## config.mk

```make
export PLATFORM = sky130hd
export DESIGN_NAME = bluetooth_tx
export DESIGN_NICKNAME = d
export VERILOG_FILES = /design/src/rtl/bluetooth_tx.sv
export SDC_FILE = /design/constraint.sdc
export NUM_CORES = 1
export LEC_CHECK = 0
export CORE_UTILIZATION = 55
export DETAILED_ROUTE_END_ITERATION = 16
export PLACE_DENSITY = 0.73
export SLEW_MARGIN = 25
export SYNTH_ARGS = -nofsm -noshare
export SYNTH_HDL_FRONTEND = slang
export SYNTH_SLANG_ARGS = --single-unit
```

## constraint.sdc

```tcl
create_clock -name Clk -period 3.3 [get_ports Clk]
set_input_delay 0.495 -clock Clk [delete_from_list [all_inputs] [get_ports Clk]]
set_output_delay 0.495 -clock Clk [all_outputs]
set_load 0.02 [all_outputs]
```

## src/rtl/bluetooth_tx.sv

```systemverilog
`default_nettype none
// ============================================================================
// Module      : bluetooth_tx
// Description : Byte-oriented serial transmitter with a small transmit FIFO.
//               Each frame is a start bit (0), NBits data bits sent LSB first,
//               an optional even-parity bit and one stop bit (1).
//               Every bit lasts 16 oversampling ticks. One tick is BAUD_DIV
//               clock cycles.
//
//               Optional feature macro: BLUETOOTH_TX_PARITY_EN
//                 defined   -> a parity bit (even parity over the data bits
//                              actually sent) is inserted after DATA
//                 undefined -> frame is start + data + stop
//
// Parameters  : BAUD_DIV   - clock cycles per oversampling tick
//               FIFO_DEPTH - transmit FIFO entries (power of two)
//
// Ports       : Clk    in   system clock, rising edge
//               Rst    in   synchronous active-high reset
//               TxData in   [7:0] byte to queue
//               TxWr   in   write strobe (accepted only when Full=0)
//               NBits  in   [3:0] data bits per frame, latched at frame start
//               Tx     out  serial line, idles high
//               Full   out  FIFO holds FIFO_DEPTH entries
//               Busy   out  frame in flight or FIFO non-empty
//               TxDone out  one-cycle pulse after each stop bit
//
// Revision    : 1.0 - initial release
// ============================================================================
module bluetooth_tx #(
    parameter int BAUD_DIV   = 650,
    parameter int FIFO_DEPTH = 4
) (
    input  logic       Clk,
    input  logic       Rst,
    input  logic [7:0] TxData,
    input  logic       TxWr,
    input  logic [3:0] NBits,
    output logic       Tx,
    output logic       Full,
    output logic       Busy,
    output logic       TxDone
);

    // ------------------------------------------------------------------------
    // Constants
    // ------------------------------------------------------------------------
    localparam int c_BAUD_W = (BAUD_DIV > 1) ? $clog2(BAUD_DIV) : 1;
    localparam int c_PTR_W  = (FIFO_DEPTH > 1) ? $clog2(FIFO_DEPTH) : 1;
    localparam int c_CNT_W  = c_PTR_W + 1;

    localparam logic [c_BAUD_W-1:0] c_BAUD_MAX = c_BAUD_W'(BAUD_DIV - 1);
    localparam logic [c_BAUD_W-1:0] c_BAUD_ONE = c_BAUD_W'(1);
    localparam logic [c_PTR_W-1:0]  c_PTR_MAX  = c_PTR_W'(FIFO_DEPTH - 1);
    localparam logic [c_PTR_W-1:0]  c_PTR_ONE  = c_PTR_W'(1);
    localparam logic [c_CNT_W-1:0]  c_CNT_FULL = c_CNT_W'(FIFO_DEPTH);
    localparam logic [c_CNT_W-1:0]  c_CNT_ONE  = c_CNT_W'(1);
    localparam logic [3:0]          c_OS_LAST  = 4'd15;

    localparam logic [2:0] c_ST_IDLE   = 3'd0;
    localparam logic [2:0] c_ST_START  = 3'd1;
    localparam logic [2:0] c_ST_DATA   = 3'd2;
`ifdef BLUETOOTH_TX_PARITY_EN
    localparam logic [2:0] c_ST_PARITY = 3'd3;
`endif
    localparam logic [2:0] c_ST_STOP   = 3'd4;

    // ------------------------------------------------------------------------
    // Signals
    // ------------------------------------------------------------------------
    logic [2:0]          r_state;
    logic [2:0]          w_state_nx;

    logic [7:0]          r_mem [FIFO_DEPTH];
    logic [c_PTR_W-1:0]  r_wr_ptr;
    logic [c_PTR_W-1:0]  r_rd_ptr;
    logic [c_CNT_W-1:0]  r_count;
    logic                w_full;
    logic                w_push;
    logic                w_pop;

    logic [c_BAUD_W-1:0] r_baud_cnt;
    logic                w_tick;
    logic [3:0]          r_os_cnt;
    logic                w_bit_end;

    logic [7:0]          r_shift;
    logic [2:0]          r_bit_cnt;
    logic [2:0]          r_last_bit;
    logic [2:0]          w_last_bit;
    logic                r_done;
`ifdef BLUETOOTH_TX_PARITY_EN
    logic                r_parity;
`endif
    logic                w_tx;
    logic                w_busy;

    // ------------------------------------------------------------------------
    // FIFO control
    // ------------------------------------------------------------------------
    // Full comes from the registered count, so a write that meets a full FIFO
    // is dropped even if a pop frees an entry on the same edge.
    assign w_full = (r_count == c_CNT_FULL);
    assign w_push = TxWr && !w_full && !Rst;
    // Only IDLE consumes bytes; the popped byte goes straight to the shifter.
    assign w_pop  = (r_state == c_ST_IDLE) && (r_count != '0) && !Rst;

    always_ff @(posedge Clk) begin
        if (w_push) begin
            r_mem[r_wr_ptr] <= TxData;
        end
    end

    always_ff @(posedge Clk) begin
        if (Rst) begin
            r_wr_ptr <= '0;
            r_rd_ptr <= '0;
            r_count  <= '0;
        end else begin
            if (w_push) begin
                r_wr_ptr <= (r_wr_ptr == c_PTR_MAX) ? '0 : r_wr_ptr + c_PTR_ONE;
            end
            if (w_pop) begin
                r_rd_ptr <= (r_rd_ptr == c_PTR_MAX) ? '0 : r_rd_ptr + c_PTR_ONE;
            end
            case ({w_push, w_pop})
                2'b10:   r_count <= r_count + c_CNT_ONE;
                2'b01:   r_count <= r_count - c_CNT_ONE;
                default: r_count <= r_count;
            endcase
        end
    end

    // ------------------------------------------------------------------------
    // Bit timing: tick every BAUD_DIV cycles, bit end every 16 ticks.
    // Both counters restart on a pop so the start bit is exactly one bit long.
    // ------------------------------------------------------------------------
    assign w_tick    = (r_baud_cnt == c_BAUD_MAX);
    assign w_bit_end = w_tick && (r_os_cnt == c_OS_LAST);

    // Frame length is latched at pop; anything outside 5..8 sends a full byte.
    // NBits=8 gives NBits[2:0]-1 = 7 through the 3-bit wrap.
    assign w_last_bit = ((NBits >= 4'd5) && (NBits <= 4'd8)) ? 3'(NBits - 4'd1) : 3'd7;

    // ------------------------------------------------------------------------
    // FSM: state register
    // ------------------------------------------------------------------------
    always_ff @(posedge Clk) begin
        if (Rst) begin
            r_state <= c_ST_IDLE;
        end else begin
            r_state <= w_state_nx;
        end
    end

    // ------------------------------------------------------------------------
    // FSM: next-state logic
    // ------------------------------------------------------------------------
    always_comb begin
        w_state_nx = r_state;
        case (r_state)
            c_ST_IDLE: begin
                if (w_pop) begin
                    w_state_nx = c_ST_START;
                end
            end
            c_ST_START: begin
                if (w_bit_end) begin
                    w_state_nx = c_ST_DATA;
                end
            end
            c_ST_DATA: begin
                if (w_bit_end && (r_bit_cnt == r_last_bit)) begin
`ifdef BLUETOOTH_TX_PARITY_EN
                    w_state_nx = c_ST_PARITY;
`else
                    w_state_nx = c_ST_STOP;
`endif
                end
            end
`ifdef BLUETOOTH_TX_PARITY_EN
            c_ST_PARITY: begin
                if (w_bit_end) begin
                    w_state_nx = c_ST_STOP;
                end
            end
`endif
            c_ST_STOP: begin
                if (w_bit_end) begin
                    w_state_nx = c_ST_IDLE;
                end
            end
            default: begin
                w_state_nx = c_ST_IDLE;
            end
        endcase
    end

    // ------------------------------------------------------------------------
    // FSM: outputs
    // ------------------------------------------------------------------------
    always_comb begin
        w_tx = 1'b1;
        case (r_state)
            c_ST_START:  w_tx = 1'b0;
            c_ST_DATA:   w_tx = r_shift[0];
`ifdef BLUETOOTH_TX_PARITY_EN
            c_ST_PARITY: w_tx = r_parity;
`endif
            default:     w_tx = 1'b1;
        endcase
        w_busy = (r_state != c_ST_IDLE) || (r_count != '0);
    end

    assign Tx     = w_tx;
    assign Full   = w_full;
    assign Busy   = w_busy;
    assign TxDone = r_done;

    // ------------------------------------------------------------------------
    // Datapath: baud counters, shifter, bit counter, parity, done pulse
    // ------------------------------------------------------------------------
    always_ff @(posedge Clk) begin
        if (Rst) begin
            r_baud_cnt <= '0;
            r_os_cnt   <= '0;
            r_shift    <= '0;
            r_bit_cnt  <= '0;
            r_last_bit <= 3'd7;
            r_done     <= 1'b0;
`ifdef BLUETOOTH_TX_PARITY_EN
            r_parity   <= 1'b0;
`endif
        end else begin
            r_done <= 1'b0;

            if (w_pop || w_tick) begin
                r_baud_cnt <= '0;
            end else begin
                r_baud_cnt <= r_baud_cnt + c_BAUD_ONE;
            end

            if (w_pop) begin
                r_os_cnt <= '0;
            end else if (w_tick) begin
                r_os_cnt <= r_os_cnt + 4'd1;
            end

            if (w_pop) begin
                r_shift    <= r_mem[r_rd_ptr];
                r_last_bit <= w_last_bit;
                r_bit_cnt  <= '0;
`ifdef BLUETOOTH_TX_PARITY_EN
                r_parity   <= 1'b0;
`endif
            end else if (w_bit_end) begin
                case (r_state)
                    c_ST_DATA: begin
                        r_shift   <= {1'b0, r_shift[7:1]};
                        r_bit_cnt <= r_bit_cnt + 3'd1;
`ifdef BLUETOOTH_TX_PARITY_EN
                        // Accumulate only bits that actually leave on the line.
                        r_parity  <= r_parity ^ r_shift[0];
`endif
                    end
                    c_ST_STOP: begin
                        // Lands in the first IDLE cycle, where the next pop
                        // can already happen for back-to-back frames.
                        r_done <= 1'b1;
                    end
                    default: begin
                    end
                endcase
            end
        end
    end

endmodule
`default_nettype wire
```

==> impl_metrics.py, run 1 <==
metrics = {
    "layout": {
        "multi_input_area_mm2": 0.001279,
        "synthToLayoutAreaGrowth_pct": 13.80,
        "mostFrequentLayoutCells": "41 x dfxtp_1, 32 x edfxtp_1, 29 x nor2_1",
        "antenna_cells": 0,
        "final-seq-area_mm2": 0.001782,
        "final_common_cell": "dfxtp_1",
        "nFillCells": 422,
        "fin_nets": 320,
        "final_layout_size_suffix_gt1_share_pct": 9.091,
    },
    "timing": {
        "worst_pin_slew_ns": 0.6315,
        "min_period_over_period_pct": 70.73,
        "finClkSkew_ns": 0.008803,
        "finalHoldViolCount": 0,
        "fin_setup_tns_ns": 0,
        "setup-violations-final": 0,
        "relSlewSlack_pct": 57.31,
        "rsz0062_at_grt": "false",
        "report.final.slew_viol_count": 0,
        "fin_crit_ns": 2.334,
        "fmax_mhz": 428.4,
    },
    "logic_synthesis": {
        "synth-edff-count": 32,
        "yosysSeqAreaShare_pct": 56.49,
        "synth_warnings": 0,
        "yosys_most_used_dff": "dfxtp_1",
        "netlist_area_mm2": 0.003154,
        "ys_ff_latch": 73,
        "syn-num-nets": 299,
        "synthCells": 271,
        "ys_types": 41,
        "avgSynthCellArea_um2": 11.64,
        "postSynth.asyncResetShare_pct": 0,
    },
    "floorplan": {
        "die_w_um": 77.73,
        "ios": 19,
        "die_h_um": 77.73,
        "start_util_pct": 57.28,
        "placementRows": 27,
        "dieArea_mm2": 0.006042,
        "fp.coreArea_mm2": 0.005507,
    },
    "cts": {
        "cts_buffer_depth": 2,
        "cts-hold-fix-buffers": 0,
        "htree_levels": 3,
        "cts_tree": "built",
        "cts_sinks": 73,
        "clk_pin_slew_worst_paths_ns": 0.07,
        "cts_resized": 0,
        "cts_root_buf": "clkbuf_8",
        "clk_latency_ns": 0.35,
        "cts_made_buffers": 9,
        "postCtsSetupBuffers": 0,
    },
    "critical_path": {
        "cp_max_fo": 4,
        "startpoint_type": "register",
        "slowest_stage": "clkdlybuf4s50_1",
        "end_kind": "output pin",
        "cp_data_arrival_time_ns": 1.84,
        "worstSetupPathType": "register to output pin",
        "slowest_delay_ns": 0.54,
        "crit_required_ns": 2.80,
        "cp_cell_sequence": "or3_1 -> nand2b_1 -> clkdlybuf4s50_1",
    },
    "global_routing": {
        "grtUsageTotal_pct": 20.64,
        "grt_max_degree": 24,
        "antenna_found_initial": 0,
        "grt_first_pass_wirelength_um": 9308,
        "grt_pass1_vias": 2042,
        "grt-ovfl-total": 0,
    },
    "hold_path": {
        "hold_class": "register to register",
    },
    "detailed_routing": {
        "num_vias": 2049,
        "wl_um": 5382,
        "drc_errors": 0,
        "drtIter0Drc": 140,
        "avgViaCountPerCell": 5.553,
        "wl_per_cell_um": 14.59,
        "ant_nets": 0,
        "dr.pass1.iters": 4,
    },
    "pwr": {
        "p_per_area_mw_per_mm2": 654.4,
        "ir_worst_vdd_mv": 0.4092,
        "total_power_mw": 2.349,
        "power.leakage_nw": 1.229,
    },
    "place": {
        "numPortBuffers": 18,
        "dp.final_hpwl_um": 3593,
        "globalplace.congestion": 0.7535,
    },
    "outcome": {
        "outcome": "finished clean",
    },
    "job": {
        "drv_cap": 0,
    },
}
critical path: cells and delay by family, from the launching register on:
kind	cells	cell delay [ns]
buf+inv	1	0.54
flops	1	0.34
simple gates	2	0.60
logic make-up (layout without fill, tap and decap cells):
| logic type | after synthesis | after routing | synth area share [%] |
|---|---|---|---|
| simple gates | 99 | 99 | 16.86 |
| buf+inv | 24 | 50 | 2.975 |
| fa+ha+maj | 13 | 13 | 5.395 |
| flops | 73 | 73 | 56.49 |
| compound gates | 36 | 36 | 7.497 |
| xor+xnor | 16 | 16 | 4.443 |
| mux | 10 | 10 | 6.347 |
path summary, 6_finish.rpt:
path	startpoint	to	slack [ns]	cells past startpoint
setup / recovery	r_count[0]$_SDFFE_PP0P_	Busy	0.97	3
hold / removal	r_last_bit[2]$_SDFFE_PP1N_	r_last_bit[2]$_SDFFE_PP1N_	0.49	1
setup reg to reg	r_count[2]$_SDFFE_PP0P_	r_count[2]$_SDFFE_PP0P_	1.02	10
hold reg to reg	r_last_bit[2]$_SDFFE_PP1N_	r_last_bit[2]$_SDFFE_PP1N_	0.49	1
flip-flops by register name, indices dropped and copies added (netlist names), named ones only:
register / flops
r_shift: 8
r_state: 3
r_count: 3
r_last_bit: 3
TxDone: 1
r_os_cnt: 4
r_mem: 32
r_rd_ptr: 2
r_bit_cnt: 3
r_wr_ptr: 2
r_baud_cnt: 10
cell usage after synthesis, drive strengths merged, types with 4 or more instances:
library cell / count / share of area [%]
dfxtp: 41 / 26
edfxtp: 32 / 30
nor2: 29 / 3.5
nand3: 17 / 2.7
inv: 13 / 1.5
ha: 12 / 4.8
nand2: 10 / 1.2
o21ai: 10 / 1.6
a21oi: 9 / 1.4
xor2: 9 / 2.5
clkbuf: 8 / 0.95
mux4: 8 / 5.7
a311oi: 7 / 1.9
or3: 7 / 1.7
xnor2: 7 / 1.9
and3: 5 / 0.99
nand2b: 5 / 0.99
nand4: 5 / 0.99
and2: 4 / 0.79
per-stage QoR:
step	setup slack, ns	instance area, µm²	utilization, %	hold WS (ns)	instances
6_report	0.9659	3590	65.19	0.4933	369
2_1_floorplan	0.7922	3154	-	0.4533	271
3_3_place_gp	0.8711	3402	61.78	0.4635	353
3_5_place_dp	0.8107	3402	61.78	0.4787	353
4_1_cts	0.9486	3590	65.19	0.4919	369
5_1_grt	0.7411	3590	65.19	0.5196	369
routing by layer:
metal  wire (µm)  track usage, %  vias to the layer above  part of all wire (%)
li1            -               -                     1031                     -
met1        2533           25.71                      970                    47
met2        2545           33.45                       37                    47
met3         154           4.000                       11                   2.9
met4         149           12.08                        0                   2.8
met5           0               0                        -                     0
report_power, final:
| group | switching, mW | internal, mW |
|---|---|---|
| sequential | 0.0892 | 1.04 |
| combinational | 0.294 | 0.252 |
| clock | 0.326 | 0.347 |
| total | 0.709 | 1.64 |
cell type report:
class	count	area share, %
inverters	13	1.359
well taps	72	2.510
multi-input cells	174	35.62
flip-flops and latches	73	49.63
repair buffers	21	5.647
clock inverters	5	1.568
clock buffers	11	3.660
(Power assumes the default switching activity.)
==> run 2: changes to the inputs <==
--- a/config.mk
+++ b/config.mk
@@ -5,7 +5,7 @@
 export SDC_FILE = /design/constraint.sdc
 export NUM_CORES = 1
 export LEC_CHECK = 0
-export CORE_UTILIZATION = 55
+export CORE_UTILIZATION = 53
 export DETAILED_ROUTE_END_ITERATION = 16
 export PLACE_DENSITY = 0.73
 export SLEW_MARGIN = 25
==> constraint.sdc (replaced) <==
create_clock -name Clk -period 2.05 [get_ports Clk]
set_input_delay 0.3075 -clock Clk [delete_from_list [all_inputs] [get_ports Clk]]
set_output_delay 0.3075 -clock Clk [all_outputs]
set_load 0.02 [all_outputs]
==> run 2 against run 1 <==
Count of clock-buffer cells in the layout down 2. Global-route usage up 0.58 points. First-iteration DRC count down 24%. Sequential share of layout area down 3.3 points. Critical endpoint is now r_count[2]$_SDFFE_PP0P_. Largest cell class unchanged. Routed wire length up 5.4%. Clock power up 120%. Flip-flop and latch count unchanged. Clock skew up 0.00086 ns. Register-to-register slack worse by 0.98 ns.
==> impl_metrics.py, run 2 (synthesized netlist as in run 1, its figures left out) <==
metrics = {
    "hold_path": {
        "hold_class": "register to register",
        "min_path_cells": 2,
    },
    "cts": {
        "clk_latency_ns": 0.34,
        "cts_tree": "built",
        "cts_buffer_depth": 2,
        "clk_pin_slew_worst_paths_ns": 0.08,
        "cts_sinks": 73,
        "cts_made_buffers": 9,
        "cts-hold-fix-buffers": 0,
        "htree_levels": 3,
        "cts_root_buf": "clkbuf_8",
    },
    "layout": {
        "final_layout_size_suffix_gt1_share_pct": 19.24,
        "nFillCells": 436,
        "antenna_cells": 0,
        "fin_area_mm2": 0.003855,
        "reg_top3": "r_mem: 32 flops, r_baud_cnt: 10 flops, r_shift: 8 flops",
        "largest_register_ffs": 32,
        "final_common_cell": "dfxtp_1",
        "fin_nets": 340,
        "max_flop_register": "r_mem",
        "mostFrequentLayoutCells": "38 x dfxtp_1, 32 x edfxtp_1, 28 x nor2_1",
        "synthToLayoutAreaGrowth_pct": 22.21,
    },
    "outcome": {
        "outcome": "finished clean",
    },
    "critical_path": {
        "cp_max_fo": 4,
        "cp_common_cell": "inv_1",
        "crit_buf_inv": 2,
        "cp_data_arrival_time_ns": 2.28,
        "crit_required_ns": 2.33,
        "startpoint_type": "register",
        "cp_cell_sequence": "nor3b_4 -> nand2b_4 -> nor2_1 -> inv_1 -> ha_2 -> inv_1 -> fa_2 -> xor2_1 -> or3_1 -> a21oi_1",
        "slowest_delay_ns": 0.35,
        "worstSetupPathType": "register to register",
        "path_depth": 10,
        "crit_family": "simple AND/OR/NAND/NOR gates",
        "slowest_stage": "dfxtp_2",
        "r2r.worst_path.cells": 10,
        "end_kind": "register",
    },
    "detailed_routing": {
        "wl_per_cell_um": 14.59,
        "met1_length_um": 2655,
        "top_layer": "met4",
        "drc_errors": 0,
        "wl_met2_um": 2779,
        "drtIter0Drc": 106,
        "avgViaCountPerCell": 5.584,
        "wl_um": 5675,
        "num_vias": 2172,
        "met3_length_um": 165,
        "dr.pass1.iters": 4,
        "ant_nets": 0,
    },
    "timing": {
        "finClkSkew_ns": 0.009667,
        "fmax_mhz": 498.4,
        "fin_crit_ns": 2.006,
        "worst_slack_ns": 0.04377,
        "worst_pin_slew_ns": 0.3969,
        "relSlewSlack_pct": 73.46,
        "min_period_over_period_pct": 97.87,
        "finalHoldViolCount": 0,
        "rsz0062_at_grt": "true",
        "setup-violations-final": 0,
        "report.final.slew_viol_count": 0,
    },
    "pwr": {
        "p_per_area_mw_per_mm2": 1115,
        "ir_worst_vdd_mv": 0.6402,
        "power.leakage_nw": 1.382,
    },
    "floorplan": {
        "ios": 19,
        "placementRows": 27,
        "start_util_pct": 56.25,
        "dieArea_mm2": 0.006264,
        "fp.coreArea_mm2": 0.005608,
        "die_h_um": 79.15,
        "die_w_um": 79.15,
    },
    "place": {
        "dp.final_hpwl_um": 3808,
        "dpl-instance-area_mm2": 0.003585,
        "pre_cts_ws_ns": -0.1638,
        "numPortBuffers": 18,
        "globalplace.congestion": 0.7567,
    },
    "global_routing": {
        "grt_pass1_vias": 2228,
        "grtUsageTotal_pct": 21.22,
        "antenna_found_initial": 0,
        "grt_max_degree": 24,
        "grt_first_pass_wirelength_um": 9942,
        "grt-ovfl-total": 0,
    },
    "job": {
        "drv_cap": 0,
    },
}
run 2: layout make-up:
cell class / instances / area (µm²) / area share (%)
inverter: 13 / 48.80 / 1.266
timing repair buffer: 41 / 346.6 / 8.991
multi-input combinational: 174 / 1319 / 34.21
clock buffer: 9 / 123.9 / 3.213
tap: 72 / 90.09 / 2.337
clock inverter: 7 / 141.4 / 3.668
sequential: 73 / 1785 / 46.32
run 2: timing repair:
| action | CTS | global route |
|---|---|---|
| gates resized for setup | 5 | 3 |
| setup buffers | 0 | 1 |
| setup endpoints to repair | 3 | 2 |
| pin swaps | 0 | 0 |
run 2: path summary, 6_finish.rpt:
check	to	slack [ns]	startpoint
setup / recovery	r_count[2]$_SDFFE_PP0P_	0.04	r_count[1]$_SDFFE_PP0P_
setup reg to reg	r_count[2]$_SDFFE_PP0P_	0.04	r_count[1]$_SDFFE_PP0P_
hold / removal	r_os_cnt[1]$_SDFFE_PP0N_	0.48	r_os_cnt[1]$_SDFFE_PP0N_
hold reg to reg	r_os_cnt[1]$_SDFFE_PP0N_	0.48	r_os_cnt[1]$_SDFFE_PP0N_
run 2: routing by layer:
metal | track usage, % | up-vias
met5 | 0 | -
li1 | - | 1078
met4 | 8.909 | 0
met1 | 26.04 | 1050
met3 | 6.552 | 9
met2 | 34.57 | 35
run 2: power by group:
part           internal, mW  switching (mW)  total (mW)
Clock                 0.932           0.540        1.47
Sequential             1.68           0.115        1.80
Combinational         0.475           0.554        1.03
run 2: worst reg2reg max path, cell delays in order, from the launching register on:
cell      delay, ns
dfxtp_2        0.35
nor3b_4        0.21
nand2b_4       0.16
nor2_1         0.05
inv_1          0.06
ha_2           0.17
inv_1          0.05
fa_2           0.33
xor2_1         0.15
or3_1          0.30
a21oi_1        0.12
run 2: stage by stage:
stage / util [%] / std cells / TNS [ns] / hold slack [ns] / power [mW]
floorplan: - / 271 / -0.09395 / 0.3978 / 2.543
global placement: 63.92 / 372 / -0.1370 / 0.4625 / 2.835
detailed placement: 63.92 / 372 / -0.2044 / 0.4681 / 2.876
CTS: 68.67 / 388 / 0 / 0.4788 / 4.338
global route: 68.74 / 389 / -0.08846 / 0.5125 / 4.532
finish: 68.74 / 389 / 0 / 0.4775 / 4.297
